[config.mk]
export PLATFORM = sky130hd
export DESIGN_NAME = nav_position_unit_flat
export DESIGN_NICKNAME = d
export VERILOG_FILES = /design/src/rtl/nav_position_unit_if.sv /design/src/rtl/nav_position_unit.sv /design/src/flat_wrapper.sv
export SDC_FILE = /design/constraint.sdc
export NUM_CORES = 1
export LEC_CHECK = 0
export ABC_AREA = 1
export CORE_MARGIN = 4
export CORE_UTILIZATION = 50
export DETAILED_ROUTE_END_ITERATION = 12
export PLACE_DENSITY = 0.78
export SLEW_MARGIN = 20
export SYNTH_ARGS = -nofsm -noshare
export SYNTH_HDL_FRONTEND = slang
export SYNTH_SLANG_ARGS = --single-unit
[constraint.sdc]
create_clock -name clk -period 4.35 [get_ports clk]
set_input_delay 1.305 -clock clk [delete_from_list [all_inputs] [get_ports clk]]
set_output_delay 1.305 -clock clk [all_outputs]
set_load 0.1 [all_outputs]
[src/rtl/nav_position_unit_if.sv]
// nav_position_unit_if: command and status bundle between navigation control and nav_position_unit
interface nav_position_unit_if #(
    parameter int K    = 16,
    parameter int AXES = 3
);
    logic [3:0]        mode;
    logic              move_en;
    logic [AXES-1:0]   dir;
    logic              home;
    logic              jump_req;
    logic [AXES*K-1:0] jump_position;
    logic [AXES*K-1:0] position;
    logic              jump_busy;
    logic              jump_done;
    logic [AXES-1:0]   at_limit;

    modport master (
        output mode, move_en, dir, home, jump_req, jump_position,
        input  position, jump_busy, jump_done, at_limit
    );

    modport slave (
        input  mode, move_en, dir, home, jump_req, jump_position,
        output position, jump_busy, jump_done, at_limit
    );
endinterface

[src/rtl/nav_position_unit.sv]
// nav_position_unit: multi-axis position integrator with saturating sublight motion and timed warp jumps; define NAV_POSITION_WRAP_EN for modulo-2^K motion
module nav_position_unit #(
    parameter int           K             = 16,
    parameter int           AXES          = 3,
    parameter logic [K-1:0] ATTACK_SPEED  = K'(1),
    parameter logic [K-1:0] DEFENSE_SPEED = K'(1),
    parameter logic [K-1:0] STEALTH_SPEED = K'(1),
    parameter int           WARP_CYCLES   = 4
) (
    input logic                clk,
    input logic                rst,
    nav_position_unit_if.slave bus
);
    localparam int CW = (WARP_CYCLES > 1) ? $clog2(WARP_CYCLES) : 1;
`ifdef NAV_POSITION_WRAP_EN
    localparam logic LIM_PULSE = 1'b1;
`else
    localparam logic LIM_PULSE = 1'b0;
`endif

    typedef enum logic [1:0] {CRUISE, CHARGE, WARP} state_t;

    state_t            state, state_nxt;
    logic [CW-1:0]     cnt, cnt_nxt;
    logic [AXES*K-1:0] pos, pos_nxt, tgt, tgt_nxt, mv;
    logic [AXES-1:0]   lim, lim_nxt, clamp;
    logic              done, done_nxt;
    logic [K-1:0]      vel;

    // speed select: zero mode and any non-one-hot code stall the ship
    always_comb
        vel = bus.mode == 4'b0010 ? ATTACK_SPEED :
              bus.mode == 4'b0100 ? DEFENSE_SPEED :
              bus.mode == 4'b1000 ? STEALTH_SPEED : '0;

    for (genvar i = 0; i < AXES; i++) begin : g_axis
        logic [K:0] sum, dif;
        assign sum      = {1'b0, pos[i*K +: K]} + {1'b0, vel};
        assign dif      = {1'b0, pos[i*K +: K]} - {1'b0, vel};
        assign clamp[i] = bus.dir[i] ? dif[K] : sum[K];
`ifdef NAV_POSITION_WRAP_EN
        assign mv[i*K +: K] = bus.dir[i] ? dif[K-1:0] : sum[K-1:0];
`else
        assign mv[i*K +: K] = bus.dir[i] ? (dif[K] ? '0 : dif[K-1:0])
                                         : (sum[K] ? '1 : sum[K-1:0]);
`endif
    end

    // next state: home overrides every state, then the per-state behaviour
    always_comb begin
        state_nxt = state;
        cnt_nxt   = cnt;
        pos_nxt   = pos;
        tgt_nxt   = tgt;
        lim_nxt   = LIM_PULSE ? '0 : lim;
        done_nxt  = 1'b0;
        if (bus.home) begin
            pos_nxt   = '0;
            lim_nxt   = '0;
            state_nxt = CRUISE;
        end else begin
            case (state)
                CRUISE: begin
                    if (bus.jump_req) begin
                        tgt_nxt   = bus.jump_position;
                        cnt_nxt   = CW'(WARP_CYCLES - 1);
                        state_nxt = CHARGE;
                    end else if (bus.move_en) begin
                        pos_nxt = mv;
                        lim_nxt = clamp;
                    end
                end
                CHARGE: begin
                    if (cnt == '0) state_nxt = WARP;
                    else cnt_nxt = cnt - 1'b1;
                end
                WARP: begin
                    pos_nxt   = tgt;
                    lim_nxt   = '0;
                    done_nxt  = 1'b1;
                    state_nxt = CRUISE;
                end
                default: state_nxt = CRUISE;
            endcase
        end
    end

    // state registers; reset discards any jump in flight
    always_ff @(posedge clk or posedge rst) begin
        if (rst) begin
            state <= CRUISE;
            cnt   <= '0;
            pos   <= '0;
            tgt   <= '0;
            lim   <= '0;
            done  <= 1'b0;
        end else begin
            state <= state_nxt;
            cnt   <= cnt_nxt;
            pos   <= pos_nxt;
            tgt   <= tgt_nxt;
            lim   <= lim_nxt;
            done  <= done_nxt;
        end
    end

    assign bus.position  = pos;
    assign bus.jump_busy = state != CRUISE;
    assign bus.jump_done = done;
    assign bus.at_limit  = lim;
endmodule

[src/flat_wrapper.sv]
// flat-port wrapper written by rule: the top's interface ports become plain ports
module nav_position_unit_flat 
#(
    parameter int           K             = 16,
    parameter int           AXES          = 3,
    parameter logic [K-1:0] ATTACK_SPEED  = K'(1),
    parameter logic [K-1:0] DEFENSE_SPEED = K'(1),
    parameter logic [K-1:0] STEALTH_SPEED = K'(1),
    parameter int           WARP_CYCLES   = 4
)
  (clk, rst, bus_mode, bus_move_en, bus_dir, bus_home, bus_jump_req, bus_jump_position, bus_position, bus_jump_busy, bus_jump_done, bus_at_limit);
  nav_position_unit_if #(.K(K), .AXES(AXES)) bus_i ();
  input logic clk;
  input logic rst;
  input wire logic [$bits(bus_i.mode)-1:0] bus_mode;
  input wire logic [$bits(bus_i.move_en)-1:0] bus_move_en;
  input wire logic [$bits(bus_i.dir)-1:0] bus_dir;
  input wire logic [$bits(bus_i.home)-1:0] bus_home;
  input wire logic [$bits(bus_i.jump_req)-1:0] bus_jump_req;
  input wire logic [$bits(bus_i.jump_position)-1:0] bus_jump_position;
  output wire logic [$bits(bus_i.position)-1:0] bus_position;
  output wire logic [$bits(bus_i.jump_busy)-1:0] bus_jump_busy;
  output wire logic [$bits(bus_i.jump_done)-1:0] bus_jump_done;
  output wire logic [$bits(bus_i.at_limit)-1:0] bus_at_limit;
  assign bus_i.mode = bus_mode;
  assign bus_i.move_en = bus_move_en;
  assign bus_i.dir = bus_dir;
  assign bus_i.home = bus_home;
  assign bus_i.jump_req = bus_jump_req;
  assign bus_i.jump_position = bus_jump_position;
  assign bus_position = bus_i.position;
  assign bus_jump_busy = bus_i.jump_busy;
  assign bus_jump_done = bus_i.jump_done;
  assign bus_at_limit = bus_i.at_limit;
  nav_position_unit #(.K(K), .AXES(AXES), .ATTACK_SPEED(ATTACK_SPEED), .DEFENSE_SPEED(DEFENSE_SPEED), .STEALTH_SPEED(STEALTH_SPEED), .WARP_CYCLES(WARP_CYCLES)) u_core (.clk(clk), .rst(rst), .bus(bus_i));
endmodule
Yosys cells after proc, flatten, opt, wreduce, memory -nomap -nowiden:

Cells that the tools add are included.

* flip-flop bits (word level): 104
* bits of input ports: 60
* output and inout bits: 53

* eq/ne operators: 11
* muxes and demuxes: 32
* reduce and logical (&&, ||, !) cells: 9
* add/subtract/negate cells: 7
* bitwise logic cells: 1

Operators by type and width (count)
* $mux 16: 11
* $mux 48: 3
* $pmux 48 s2: 1
* $add 16x16->17: 3
* $sub 16x16->17: 3
* $mux 2: 5
* $mux 3: 3
* $ne 3x3->1 const B: 3
* $pmux 2 s2: 2
* $mux 1: 6
* $pmux 3 s2: 1
* $reduce_and 3->1: 2
* $eq 4x2->1 const B: 1
* $eq 4x3->1 const B: 1
* $eq 4x4->1 const B: 1
* $logic_not 2->1: 2
* $ne 2x2->1 const B: 2
* $reduce_and 4->1: 1
* $reduce_bool 2->1: 2
* $ne 3x2->1 const B: 1
* $reduce_bool 3->1: 1
* $eq 2x1->1 const B: 1
* $eq 2x2->1 const B: 1
* $reduce_and 2->1: 1
* other kinds (2): 2

Logic depth before layout (Yosys ltp):

* depth after elaboration: 11
* gate-level depth with buffers: 15
* mapped depth without buffers: 15

Least setup slack after synthesis:

No wires, ideal clock.

* path type: in2reg
* from: input bus_mode[1]
* to: register u_core.pos[39], in the netlist u_core.bus.position[39]
* setup time: 0.120 ns
* stages: 14
* path slack: 0.453 ns
* data arrival time: 3.777 ns
* buffers on the path: 1
* cell sequence: o21a_1 > a2111oi_0 > ha_1 > ha_1 > nand2_1 > nor2_1 > nand2_1 > buf_2 > nand3_1 > nand2_1 > o21ai_1 > nand2_1 > nand2_1 > nand2_1

* longest elaborated chain between the ends: 11
* elaborated cells between the ends (all ways): 15
* those cells by class: add/sub: 2; eq/ne: 3; mux: 10

RTL lines
* start, declared: RTL line flat_wrapper.sv:15 `input wire logic [$bits(bus_i.mode)-1:0] bus_mode;`
* $eq 4x4->1: RTL line nav_position_unit.sv:34 `bus.mode == 4'b1000 ? STEALTH_SPEED : '0;`
* $mux 1: RTL line nav_position_unit.sv:34
* $mux 16: RTL line nav_position_unit.sv:33 `bus.mode == 4'b0100 ? DEFENSE_SPEED :`
* $mux 16 *: RTL line nav_position_unit.sv:32 `vel = bus.mode == 4'b0010 ? ATTACK_SPEED :`
* $add 16x16->17 or $sub 16x16->17 (tied branches): RTL line nav_position_unit.sv:38, nav_position_unit.sv:39
* $mux 16, on equally long branches: RTL line nav_position_unit.sv:45, nav_position_unit.sv:44
* $mux 16 *: RTL line nav_position_unit.sv:44 `assign mv[i*K +: K] = bus.dir[i] ? (dif[K] ? '0 : dif[K-1:0])`
* $mux 48 *: RTL line nav_position_unit.sv:68 `end else if (bus.move_en) begin`
* $mux 48 *: RTL line nav_position_unit.sv:64 `if (bus.jump_req) begin`
* $pmux 48 s2 *: RTL line nav_position_unit.sv:62 `case (state)`
* $mux 48 *: RTL line nav_position_unit.sv:57 `if (bus.home) begin`
* end signal, assigned: RTL line nav_position_unit.sv:100 `pos <= pos_nxt;`
* end, declared: RTL line nav_position_unit.sv:25 `logic [AXES*K-1:0] pos, pos_nxt, tgt, tgt_nxt, mv;`

Every way passes the cells marked *; elsewhere a longest branch is shown, timed or not. The select of a mux whose other input is x is not followed.
A chain may end at the register's enable or synchronous reset.

Worst setup path after layout:

* from: input bus_mode[1]
* to: register u_core.pos[36], in the netlist u_core.bus.position[36]

The elaborated chain is that of the path after synthesis.

==> reports/results.ini <==
[critical_path]
crit_type=in -> reg
path_max_fanout=11
reg2reg_slack_ns=1.92
cp.arrival_ns=4.17
critPathLaunchType=input port
crit_path_end_kind=flop
cp.required_ns=4.61

[hold_path]
min_path_type=reg -> reg

[route]
drc=0
drtAntennaViolNets=0
routed_wl_um=20000
wl_per_cell_um=13.7
vias=7661
via_per_inst=5.24
drt_iter0_drc=550
firstDrtPassIters=5

[yosys]
ys_types=35
synth_edf_count=0
synth_area_mm2=0.00769
async_flop_share_pct=100
postSynthAreaPerCell_um2=6.39
synthCells=1204
yosys.area.top_type=dfrtp_1
synth_nets=1277
synth_top_cell_area_share_pct=33.8
synthFlopType=dfrtp_1
ys_ff_latch=104
yosys_warnings=0
yosysSeqAreaShare_pct=33.8
ys_top_cells_by_area=dfrtp_1 34%, nand2_1 21%, nor2_1 8.7%, nand3_1 6.0%, inv_1 5.2%

[clock_tree]
cts_hold_buf=0
cts_root_buf=clkbuf_16
cts.clk_slew.worst_paths_ns=0.08
cts_resized=0
clkLatencyLatePin_ns=0.36
cts_num_sinks=104
numCtsBuffers=9
cts_tree=yes
clockBufferDepth=2
ctsHtreeMaxLevel=3
post-cts-setup-buffers=0

[floorplan]
die_x_um=132
die_h_um=132
initial_core_util_pct=50.8
dieArea_mm2=0.0174
core_mm2=0.0151
io_pins=113
rows=45

[timing]
finClkSkew_ns=0.00909
hold_violations=0
period_needed_ns=3.91
worst_pin_slew_ns=1.02
rsz0062_at_grt=no
final-setup-viol-count=0
slew_viol_final=0
fmax_mhz=256
maxSlewHeadroom_pct=31.6
tns_ns=0
fin_crit_sh_pct=89.9

[finish]
final_nets=1343
final_area_mm2=0.00912
final_cell_mix=433 x nand2_1, 178 x nor2_1, 112 x clkdlybuf4s50_1
drive_above_1_share_pct=6.12
fin_util_pct=60.2
diodes=0
n_fill_cell=1423
stdcell_count=1463
final_common_cell=nand2_1
area_growth_pct=18.6

[place]
port_buffers=112
hpwl_um=14000
globalplace.congestion=0.915
dpl_cell_area_mm2=0.00878
place_inst=1447

[grt]
grt_pass1_vias=7173
grt_max_degree=78
grt_overflow=0
track_usage_pct=23.4
antenna_found_initial=0
grt_pass1_wl_um=34400

[run_status]
outcome=completed

[power]
vdd_drop_max_v=0.000254
power_density_mw_per_mm2=460
cellLeakagePower_uw=0.00462

[run]
max-cap-violations=0

-- final cells by class --
| class | instances | area (um^2) | area share (%) |
|---|---|---|---|
| well taps | 188 | 235 | 2.58 |
| clock buffers | 11 | 253 | 2.77 |
| inverters | 113 | 429 | 4.71 |
| flip-flops and latches | 104 | 2600 | 28.5 |
| clock inverters | 5 | 87.6 | 0.960 |
| repair buffers | 121 | 1200 | 13.2 |
| multi-input cells | 921 | 4310 | 47.3 |
-- path summary, 6_finish.rpt --
kind                                          from                      end  cells past startpoint
max                                    bus_mode[1]  u_core.bus.position[36]                     16
min                         u_core.bus.at_limit[1]   u_core.bus.at_limit[1]                      2
max reg2reg                u_core.bus.position[32]  u_core.bus.position[36]                     12
min reg2reg                 u_core.bus.at_limit[1]   u_core.bus.at_limit[1]                      2
max in group asynchronous                      rst           u_core.tgt[21]                      3
min in group asynchronous                      rst            u_core.tgt[6]                      2
-- cell usage after synthesis, types with 10 or more instances --
cell,n
nand2_1,433
nor2_1,178
inv_1,107
dfrtp_1,104
nand3_1,92
a21oi_1,54
o21ai_0,48
buf_2,42
xor2_1,26
mux2_2,19
ha_1,13
nand4_1,10
-- routing by layer --
| layer | vias up | track usage [%] | wire (um) |
|---|---|---|---|
| met5 | - | 0 | 0 |
| met4 | 0 | 6.42 | 380 |
| met3 | 34 | 4.62 | 1050 |
| met2 | 236 | 39.8 | 9640 |
| met1 | 3512 | 30.6 | 8930 |
| li1 | 3879 | - | - |
-- metrics by stage --
stage | power, uW | hold WS [ns] | setup slack, ns
6_report | 4200 | 0.495 | 0.439
3_5_place_dp | 3280 | 0.488 | 0.0811
5_1_grt | 4470 | 0.520 | 0.179
2_1_floorplan | 2860 | 0.480 | 0.313
3_3_place_gp | 3250 | 0.481 | 0.165
4_1_cts | 4220 | 0.502 | 0.454
-- flip-flops by register name (all words and copies together) (netlist names) --
| name | count |
|---|---|
| u_core.bus.at_limit | 3 |
| u_core.state | 2 |
| u_core.cnt | 2 |
| u_core.tgt | 48 |
| u_core.bus.jump_done | 1 |
| u_core.bus.position | 48 |
-- power breakdown --
| part | leakage (uW) | internal, uW | switching, uW | total [uW] |
|---|---|---|---|---|
| Sequential | 0.00128 | 1170 | 245 | 1410 |
| Clock | 0.000164 | 541 | 387 | 928 |
| Combinational | 0.00318 | 553 | 1300 | 1860 |
| Total | 0.00462 | 2260 | 1930 | 4200 |
-- worst max-delay path, stage by stage --
cell,delay (ns)
clkdlybuf4s50_1,0.45
nor3_1,0.25
a2111oi_2,0.07
buf_4,0.17
ha_1,0.22
ha_1,0.20
nand2_1,0.12
nor2_1,0.09
nand2_1,0.14
nor2_1,0.07
nor2_1,0.63
nand3_1,0.17
nand2_1,0.12
nand2_1,0.05
nand2_1,0.08
nand2_1,0.04
-- kinds of logic after synthesis --
family	synth area share, %
fa+ha+maj	2.12
simple gates	38.6
buf+inv	10.2
flops	33.8
xor+xnor	3.76
compound gates	8.70
mux	2.78
Power figures use the tool's default switching activity.
==> edit: new RTL, same settings <==
`AXES` is set to 3 in 3 places; all go to 5.
--- a/src/rtl/nav_position_unit_if.sv
+++ b/src/rtl/nav_position_unit_if.sv
@@ -1,7 +1,7 @@
 // nav_position_unit_if: command and status bundle between navigation control and nav_position_unit
 interface nav_position_unit_if #(
     parameter int K    = 16,
-    parameter int AXES = 3
+    parameter int AXES = 5
 );
     logic [3:0]        mode;
     logic              move_en;
--- a/src/rtl/nav_position_unit.sv
+++ b/src/rtl/nav_position_unit.sv
@@ -1,7 +1,7 @@
 // nav_position_unit: multi-axis position integrator with saturating sublight motion and timed warp jumps; define NAV_POSITION_WRAP_EN for modulo-2^K motion
 module nav_position_unit #(
     parameter int           K             = 16,
-    parameter int           AXES          = 3,
+    parameter int           AXES          = 5,
     parameter logic [K-1:0] ATTACK_SPEED  = K'(1),
     parameter logic [K-1:0] DEFENSE_SPEED = K'(1),
     parameter logic [K-1:0] STEALTH_SPEED = K'(1),
--- a/src/flat_wrapper.sv
+++ b/src/flat_wrapper.sv
@@ -2,7 +2,7 @@
 module nav_position_unit_flat 
 #(
     parameter int           K             = 16,
-    parameter int           AXES          = 3,
+    parameter int           AXES          = 5,
     parameter logic [K-1:0] ATTACK_SPEED  = K'(1),
     parameter logic [K-1:0] DEFENSE_SPEED = K'(1),
     parameter logic [K-1:0] STEALTH_SPEED = K'(1),
Ports: changed (resized bus_at_limit, bus_dir, bus_jump_position and bus_position); port bits go from 113 to 181. The function was not compared with the original's and may differ.
==> edit against the unedited design <==
- sequential share of layout area down 0.51 points
- wire length grew 91%
- combinational power grew 58%
- sequential cell count grew 66
- setup slack better by 0.027 ns
- area after synthesis rose by 64%
- sequential power up 65%
- global-route usage is 3.9 points higher
- clock power up 64%
- fmax grew 0.68%
- cell count is 68% higher
- count of clock-buffer cells in the layout rose by 8
- cell area increased by 66%
- total power grew 62%
==> edit: results (changes against the unedited design) <==
GRT
  • Gr usage total: 0.273 (+0.0388)
  • Largest net degree at the start of global routing: 111 (+42%)
  • Initial antenna violation count: 5 (+5)
  • First-pass GRT wire length: 63800 µm (+85%)

Yosys
  • Syn Nets: 2112 (+65%)
  • Top cells by count, synth: 717 x nand2_1, 312 x nor2_1, 170 x dfrtp_1, 167 x inv_1, 163 x nand3_1
  • Count of cell types in the netlist: 36 (+2.9%)
  • Adder-cell area share of the yosys netlist: 0.0208 (-0.000348)
  • Sequential fraction of the synthesis area: 0.337 (-0.00160)
  • Ranking of synthesized cells by area: dfrtp_1 34%, nand2_1 21%, nor2_1 9.3%
  • Post-Synth XOR/XNOR Area: 0.0305 (-0.00707)
  • Mux share of post-synthesis cell area: 0.0455 (+0.0176)
  • Post-synthesis compound-gate area fraction: 0.0762 (-0.0109)
  • Gate Count Post-Synth: 1997 (+66%)

Detailed routing
  • Routed WL per cell: 15.6 µm (+14%)
  • Initial DRC Count: 1087 (+98%)
  • Via count: 13100 (+71%)

Worst hold path
  • Hold Path Class: reg -> reg

Clock network
  • H-tree depth: 4 (+1)
  • Later-pin clock latency in the skew report: 0.44 ns (+0.08 ns)
  • Clock sinks: 170 (+63%)
  • Clock buffer count from CTS: 17 (+8)

Placed design
  • Gp weighted congestion: 0.970 (+5.9%)
  • HPWL Detailed: 27200 µm (+94%)
  • Cells after DPL: 2422 (+67%)
  • Place WS: 0.0796 ns (-0.00145 ns)
  • # port buffers: 180 (+61%)
  • Area after DPL: 14600 µm² (+66%)

Setup path
  • Crit path max fanout: 16 (+5)
  • Delay of the slowest cell on the worst path: 0.53 ns (-0.10 ns)
  • Worst setup path endpoint: u_core.bus.position[40]
  • Cells on worst reg2reg path: 8 (-4)
  • Reg2reg setup slack: 2.10 ns (+0.18 ns)
  • FF-to-FF Start: u_core.state[1]
  • CP startpoint: bus_mode[3]
  • CP max-delay cell: clkdlybuf4s50_1

STA
  • Crit path time final: 3.88 ns (-0.0266 ns)
  • Setup Skew: 0.0160 ns (+0.00690 ns)
  • Hold_ws: 0.489 ns (-0.00578 ns)
  • Relative slew slack: 0.279 (-0.0369)

Layout
  • Number of non-clock buffers in the layout: 218 (+80%)
  • Nets@finish: 2232 (+66%)
  • Fraction of final layout cells sized beyond drive strength 1: 0.0728 (+0.0116)
  • Layout clock area frac: 0.0370 (-0.000307)
  • Layout Utilization: 0.617 (+0.0148)
  • N_diodes: 3 (+3)
  • FILL cells: 2359 (+66%)

Pwr
  • Leak pwr: 0.00768 µW (+66%)
  • Peak supply drop: 0.324 mV (+28%)
  • Internal power: 3620 µW (+60%)

Status
  • Outcome: completed
edit: changes by cell type after synthesis, moves of 32 or more:
cell / delta
o21ai_0: +37
dfrtp_1: +66
buf_2: +35
inv_1: +60
mux2_2: +32
nand2_1: +284
nand3_1: +71
nor2_1: +134
edit: per-layer routing:
layer  part of all wire  GRT usage  wire [µm]
met5            0.00055          0         21
met4              0.023     0.0818        880
met3              0.066     0.0457       2510
met2               0.46      0.448      17700
met1               0.45      0.373      17100
edit: power groups by stage:
stage	logic (µW)	registers, µW	clock network, µW
2_1_floorplan	1500	3030	0
3_3_place_gp	2890	2340	0
3_5_place_dp	2930	2350	0
4_1_cts	2950	2320	1540
5_1_grt	3220	2390	1600
6_report	2940	2330	1520
edit: kinds of logic (layout without fill, tap and decap cells):
family                   count (synthesis)  count (layout)
adder cells (fa/ha/maj)                 21              21
other                                    0               3
flip-flops                             170             170
AND/OR/NAND/NOR                       1235            1235
multiplexers                            51              51
buffers and inverters                  290             423
XOR/XNOR                                44              44
AO/OA/AOI/OAI                          186             186
